===== config.mk =====
export PLATFORM = sky130hd
export DESIGN_NAME = exc_ctrl
export DESIGN_NICKNAME = d
export VERILOG_FILES = /design/src/rtl/exc_ctrl.sv
export SDC_FILE = /design/constraint.sdc
export NUM_CORES = 1
export LEC_CHECK = 0
export ABC_AREA = 1
export CELL_PAD_IN_SITES_DETAIL_PLACEMENT = 1
export CELL_PAD_IN_SITES_GLOBAL_PLACEMENT = 2
export CORE_MARGIN = 2
export CORE_UTILIZATION = 24
export DETAILED_ROUTE_END_ITERATION = 12
export GPL_TIMING_DRIVEN = 1
export PLACE_DENSITY = 0.91
export SKIP_CTS_REPAIR_TIMING = 1
export SLEW_MARGIN = 20
export SYNTH_ARGS = -nofsm -noshare
export SYNTH_HDL_FRONTEND = slang
export SYNTH_SLANG_ARGS = --single-unit

===== constraint.sdc =====
create_clock -name clk -period 2.25 [get_ports clk]
set_clock_uncertainty 0.05 [all_clocks]
set_input_delay 0.3375 -clock clk [delete_from_list [all_inputs] [get_ports clk]]
set_output_delay 0.3375 -clock clk [all_outputs]
set_load 0.02 [all_outputs]

===== src/rtl/exc_ctrl.sv =====
// rtl/exc_ctrl.sv - exception/interrupt arbiter feeding CP0, flush and PC redirect
// Optional IRQ path (synchronizer, pending flag, IRQ arbitration) enabled by IRQ_EN.
module exc_ctrl #(
    parameter int FLUSH_CYCLES = 2,
    parameter int SYNC_STAGES  = 2
) (
    input  logic        clk,
    input  logic        rst,
    input  logic        ex_valid,
    input  logic        ex_stall,
    input  logic [31:0] ex_pc,
    input  logic        ex_syscall,
    input  logic        ex_break,
    input  logic        ex_teq_trap,
    input  logic        ex_eret,
    input  logic        status_ie,
    input  logic        irq,
    output logic        exception,
    output logic        eret,
    output logic [4:0]  cause,
    output logic [31:0] epc,
    output logic        flush,
    output logic        pc_redirect,
    output logic        busy
);

    typedef enum logic {
        S_IDLE  = 1'b0,
        S_FLUSH = 1'b1
    } state_t;

    localparam logic [2:0] C_CNT_LOAD = 3'(FLUSH_CYCLES - 1);

    state_t      r_state;
    state_t      w_next;
    logic [2:0]  r_cnt;
    logic        w_req;
    logic        w_accept_instr;
    logic        w_irq_take;
    logic        w_accept;
    logic [4:0]  w_code;
    logic        r_exception;
    logic        r_eret;
    logic [4:0]  r_cause;
    logic [31:0] r_epc;
    logic        r_redirect;

    assign w_req          = ex_syscall | ex_break | ex_teq_trap | ex_eret;
    assign w_accept_instr = (r_state == S_IDLE) & ex_valid & ~ex_stall & w_req;
    assign w_accept       = w_accept_instr | w_irq_take;

    // IRQ code 0 falls out naturally: an IRQ is only taken when no request bit is set
    assign w_code = ex_teq_trap ? 5'd13 :
                    ex_break    ? 5'd9  :
                    ex_syscall  ? 5'd8  : 5'd0;

`ifdef IRQ_EN
    logic [SYNC_STAGES-1:0] r_sync;
    logic                   r_irq_d;
    logic                   r_pend;
    logic                   w_irq_rise;

    assign w_irq_rise = r_sync[SYNC_STAGES-1] & ~r_irq_d;
    assign w_irq_take = (r_state == S_IDLE) & ex_valid & ~ex_stall & ~w_req
                      & r_pend & status_ie;

    // A new edge wins over a take in the same cycle so that edge is not lost
    always_ff @(posedge clk or negedge rst) begin
        if (!rst) begin
            r_sync  <= '0;
            r_irq_d <= 1'b0;
            r_pend  <= 1'b0;
        end else begin
            r_sync  <= {r_sync[SYNC_STAGES-2:0], irq};
            r_irq_d <= r_sync[SYNC_STAGES-1];
            if (w_irq_rise)
                r_pend <= 1'b1;
            else if (w_irq_take)
                r_pend <= 1'b0;
        end
    end
`else
    logic w_unused;
    assign w_irq_take = 1'b0;
    assign w_unused   = irq ^ status_ie;
`endif

    always_ff @(posedge clk or negedge rst) begin
        if (!rst)
            r_state <= S_IDLE;
        else
            r_state <= w_next;
    end

    always_comb begin
        w_next = r_state;
        case (r_state)
            S_IDLE:  if (w_accept) w_next = S_FLUSH;
            S_FLUSH: if (r_cnt == 3'd0) w_next = S_IDLE;
            default: w_next = S_IDLE;
        endcase
    end

    always_ff @(posedge clk or negedge rst) begin
        if (!rst)
            r_cnt <= 3'd0;
        else if (w_accept)
            r_cnt <= C_CNT_LOAD;
        else if (r_state == S_FLUSH && r_cnt != 3'd0)
            r_cnt <= r_cnt - 3'd1;
    end

    // eret keeps the previous cause so CP0 still sees the original ExcCode
    always_ff @(posedge clk or negedge rst) begin
        if (!rst) begin
            r_exception <= 1'b0;
            r_eret      <= 1'b0;
            r_cause     <= 5'd0;
            r_epc       <= 32'd0;
            r_redirect  <= 1'b0;
        end else begin
            r_exception <= w_accept;
            r_eret      <= w_accept_instr & ex_eret;
            r_redirect  <= w_accept;
            if (w_accept) begin
                r_epc <= ex_pc;
                if (!(w_accept_instr && ex_eret))
                    r_cause <= w_code;
            end
        end
    end

    assign exception   = r_exception;
    assign eret        = r_eret;
    assign cause       = r_cause;
    assign epc         = r_epc;
    assign pc_redirect = r_redirect;
    assign flush       = (r_state == S_FLUSH);
    assign busy        = (r_state == S_FLUSH);

endmodule


# ---- Word level (Yosys, flattened, before mapping)
# Index checks and enable logic that the tools add are counted.
dict set report op_classes {
  n_reduce_logical 6
  n_addsub 1
  n_bitwise 10
  n_mux 8
}
# cell n
set op_table {}
lappend op_table {{$mux W4} 3}
lappend op_table {{$mux W3} 2}
lappend op_table {{$and A1 B1 Y1} 4}
lappend op_table {{$logic_not A3 Y1} 1}
lappend op_table {{$not A1 Y1} 3}
lappend op_table {{$or A1 B1 Y1} 3}
lappend op_table {{$reduce_bool A3 Y1} 1}
lappend op_table {{$sub A3 B1 Y3 const B} 1}
lappend op_table {{$logic_and A1 B1 Y1} 2}
lappend op_table {{$mux W1} 2}
lappend op_table {{$pmux W1 S2} 1}
lappend op_table {{$reduce_and A2 Y1} 1}
lappend op_table {{$reduce_bool A2 Y1} 1}
dict set report word_totals {
  word_cells 31
  out_inout_bits 42
  reg_bits 43
  input_bits 42
}

# ---- Longest topological paths before layout
dict set report depth {
  word_depth 7
  mapped_depth 9
  ltp_nobuf 9
}

# ---- Least setup slack after synthesis
# OpenSTA, ideal clock, no wires.
dict set report synth_path {
  path_kind {reg-to-reg}
  startpoint {reg r_state, in the netlist busy}
  endpoint {reg r_epc[10], in the netlist epc[10]}
  required_ps 2083
  synth_period_minus_slack_ps 1270
  path_slack_ps 980
  n_path_buf 1
  stages_incl_launch_ff 8
  setup_time_ps 117
  arrival_ps 1103
  path_cell_list {dfrtp_1 -> inv_2 -> nand2_2 -> nor2_8 -> nand2_4 -> buf_6 -> nand2_1 -> nand2_1}
}
dict set report synth_via {
  elab_chain_len 4
}
# item line
set synth_lines {}
lappend synth_lines {{start: declaration} 34} ;# state_t r_state;
lappend synth_lines {{start signal: assignment} 92} ;# r_state <= w_next;
lappend synth_lines {{$not A1 Y1} 49} ;# assign w_accept_instr = (r_state == S_IDLE) & ex_valid & ~ex_stall & w_req;
lappend synth_lines {{$and A1 B1 Y1 (3 in a row)} 49}
lappend synth_lines {{end signal: assignment} 126} ;# r_epc <= ex_pc;
lappend synth_lines {{end: declaration} 45} ;# logic [31:0] r_epc;
# Every way passes these cells.
# A chain may end at the register's enable or synchronous reset.

# ---- Worst setup path in the final report
dict set report layout_path {
  startpoint {reg r_state, in the netlist busy}
  endpoint {out flush}
}
# item line
set layout_lines {}
lappend layout_lines {{end: declaration} 22} ;# output logic flush,
# No word-level cell between the ends.

==> results.py <==
metrics = {
    "outcome": {
        "status": "complete, no violations",
    },
    "logic_synthesis": {
        "synthMuxAreaShare": 0,
        "ys.warnings.count": 0,
        "synth-simple-area-share": 0.312,
        "synth_compound_area_frac": 0.00569,
        "synth-xor-area-share": 0,
        "ys_seq_area_frac": 0.583,
        "synth.cell_area_um2": 1760,
        "synth_cell_types": 18,
        "synth_fa_ha_area_frac": 0.0142,
        "synth_seq_cells": 41,
        "postSynthCellCount": 191,
        "synth_top_family_by_area": "simple AND/OR/NAND/NOR gates",
        "synth_area_per_cell_um2": 9.21,
    },
    "power": {
        "power.switching_mw": 1.30,
        "clockPowerShare": 0.158,
        "ir_worst_vdd_mv": 0.375,
        "intPower_mw": 2.10,
        "swShare": 0.383,
        "pwr-share-comb": 0.476,
        "p_seq_frac": 0.366,
        "p_per_area_nw_per_um2": 1250,
        "p_leak_nw": 1.31,
    },
    "drt": {
        "drc": 0,
        "wl_per_cell_um": 12.9,
        "drt_iter0_drc": 31,
        "wl_mm": 4.76,
        "drt-vias-per-instance": 4.19,
        "drtPass1Iterations": 4,
        "vias": 1545,
        "drtAntennaViolNets": 0,
    },
    "cts": {
        "path_clk_slew_ns": 0.09,
        "cts_num_sinks": 41,
        "cts_tree": "built",
        "cts-root-buf": "clkbuf_8",
        "cts_buffer_depth": 2,
        "ctsHtreeMaxLevel": 2,
        "clkLatencyLatePin_ns": 0.28,
        "cts-buffers-inserted": 5,
    },
    "run": {
        "maxCapViolCount": 0,
    },
    "setup_path": {
        "reg2reg_from": "busy$_DFF_PN0_",
        "cp.required_ns": 1.86,
        "cp.arrival_ns": 1.35,
        "crit_family": "buffers and inverters",
        "cp_slowest_cell": "clkdlybuf4s50_1",
        "worstReg2RegEnd": "epc[3]$_DFFE_PN0P_",
        "cp_num_buf_inv": 1,
        "slowest_delay_ns": 0.64,
        "regToRegSetupSlack_ns": 0.67,
        "reg2reg_depth": 6,
        "path_cells": "clkdlybuf4s50_1",
        "critPathMaxFanout": 5,
        "end_kind": "primary output",
        "startpoint_type": "register",
        "critical_path_class": "register to primary output",
    },
    "floorplanning": {
        "io_pins": 84,
        "dieWidth_um": 89.6,
        "die_h_um": 89.6,
        "dieArea_um2": 8030,
        "initial_core_util": 0.245,
        "coreArea_um2": 7180,
        "fp-row-count": 31,
    },
    "timing": {
        "timing.fmax_ghz": 0.575,
        "tns_ns": 0,
        "rsz0062_at_grt": "no",
        "finalMaxSlewViolations": 0,
        "finalWorstSetupSlack_ns": 0.512,
        "tightestPinTransition_ns": 0.534,
        "hold_violations": 0,
        "finalCriticalPeriod_ns": 1.74,
        "slew_headroom": 0.644,
        "setup_viol": 0,
        "finalCritPeriodShare": 0.772,
    },
    "place": {
        "place_area_um2": 2610,
        "place.gp.congestion": 0.676,
        "place_inst": 361,
        "numPortBuffers": 79,
        "dp_hpwl_mm": 3.39,
        "place_ws_ns": 0.281,
    },
    "grt": {
        "grt_overflow_total": 0,
        "grt_max_degree": 42,
        "grt_pass1_vias": 1605,
        "antenna_found_initial": 0,
        "grt_pass1_wl_mm": 7.37,
        "track_usage": 0.118,
    },
    "layout": {
        "nets": 313,
        "area_growth_pct": 54.3,
        "finalInstanceArea_um2": 2720,
        "final_common_cell": "clkdlybuf4s50_1",
        "drive_gt1_frac": 0.0704,
        "fillers": 845,
        "mostFrequentLayoutCells": "78 x clkdlybuf4s50_1, 77 x nand2_1, 41 x dfrtp_1",
        "antenna_cells": 0,
        "final_cells": 369,
    },
    "min_path": {
        "min_path_type": "input pin to asynchronous set/reset pin",
    },
}
==> layer usage <==
layer | global-route usage | wire length (µm) | vias up
li1 | - | - | 748
met1 | 0.140 | 1970 | 750
met2 | 0.214 | 2510 | 43
met3 | 0.0210 | 223 | 4
met4 | 0.0407 | 49 | 0
met5 | 0 | 0 | -
==> per-stage QoR <==
stage | power [mW] | util | hold slack, ns
after floorplan | 2.07 | - | -0.00809
after global placement | 2.86 | 0.364 | 0.392
after detailed placement | 2.91 | 0.364 | 0.398
after CTS | 3.47 | 0.378 | 0.0729
after global routing | 3.64 | 0.378 | 0.103
final | 3.40 | 0.378 | 0.0504
==> state kept, by name (all words and copies together), names as in the netlist <==
| register | cells |
|---|---|
| cause | 3 |
| r_cnt | 3 |
| pc_redirect | 1 |
| epc | 32 |
| busy | 1 |
| eret | 1 |
==> cell usage after synthesis <==
cell type / n / area, µm²
buf_2: 3 / 15.0
conb_1: 1 / 3.75
nand3_4: 1 / 17.5
nand2_2: 1 / 6.26
ha_1: 2 / 25.0
nand2_4: 1 / 11.3
nand2_1: 77 / 289
nor2_4: 1 / 11.3
o21ai_0: 2 / 10.0
dfrtp_1: 41 / 1030
nor2_8: 1 / 20.0
nor3_1: 1 / 5.00
buf_6: 3 / 33.8
buf_4: 7 / 52.6
nand3_1: 35 / 175
nand4_1: 2 / 12.5
inv_1: 11 / 41.3
inv_2: 1 / 3.75
==> worst max-delay path by stage <==
| stage | from | endpoint | slack, ns | depth (start not counted) |
|---|---|---|---|---|
| 6_report | busy$_DFF_PN0_ | flush | 0.51 | 1 |
| 5_1_grt | busy$_DFF_PN0_ | flush | 0.45 | 1 |
| 4_1_cts | busy$_DFF_PN0_ | flush | 0.49 | 1 |
| 3_5_place_dp | ex_valid | epc[3]$_DFFE_PN0P_ | 0.28 | 6 |
| 3_3_place_gp | ex_valid | r_cnt[1]$_DFFE_PN0P_ | 0.34 | 6 |
| 2_1_floorplan | busy$_DFF_PN0_ | epc[10]$_DFFE_PN0P_ | 0.98 | 7 |
==> kinds of logic (layout without fill, tap and decap cells) <==
group           count (synthesis)  in the layout
fa+ha+maj                       2              2
flops                          41             41
compound gates                  2              2
other cells                     1              2
simple gates                  120            120
buf+inv                        25            103
==> power groups by stage <==
| stage | logic [mW] | registers, mW | clock network, mW |
|---|---|---|---|
| global placement | 1.61 | 1.25 | 0 |
| floorplan | 0.454 | 1.62 | 0 |
| detailed placement | 1.65 | 1.26 | 0 |
| CTS | 1.65 | 1.25 | 0.561 |
| finish | 1.62 | 1.24 | 0.538 |
| global route | 1.78 | 1.28 | 0.574 |
==> area by class of cell <==
cell class	count	area, µm²	share of cell area
timing repair buffer	83	828	0.305
sequential	41	1030	0.378
tap	99	124	0.0456
inverter	12	45.0	0.0166
clock inverter	1	5.00	0.00184
clock buffer	7	96.3	0.0355
multi-input combinational	126	591	0.218
(Power assumes the default switching activity.)
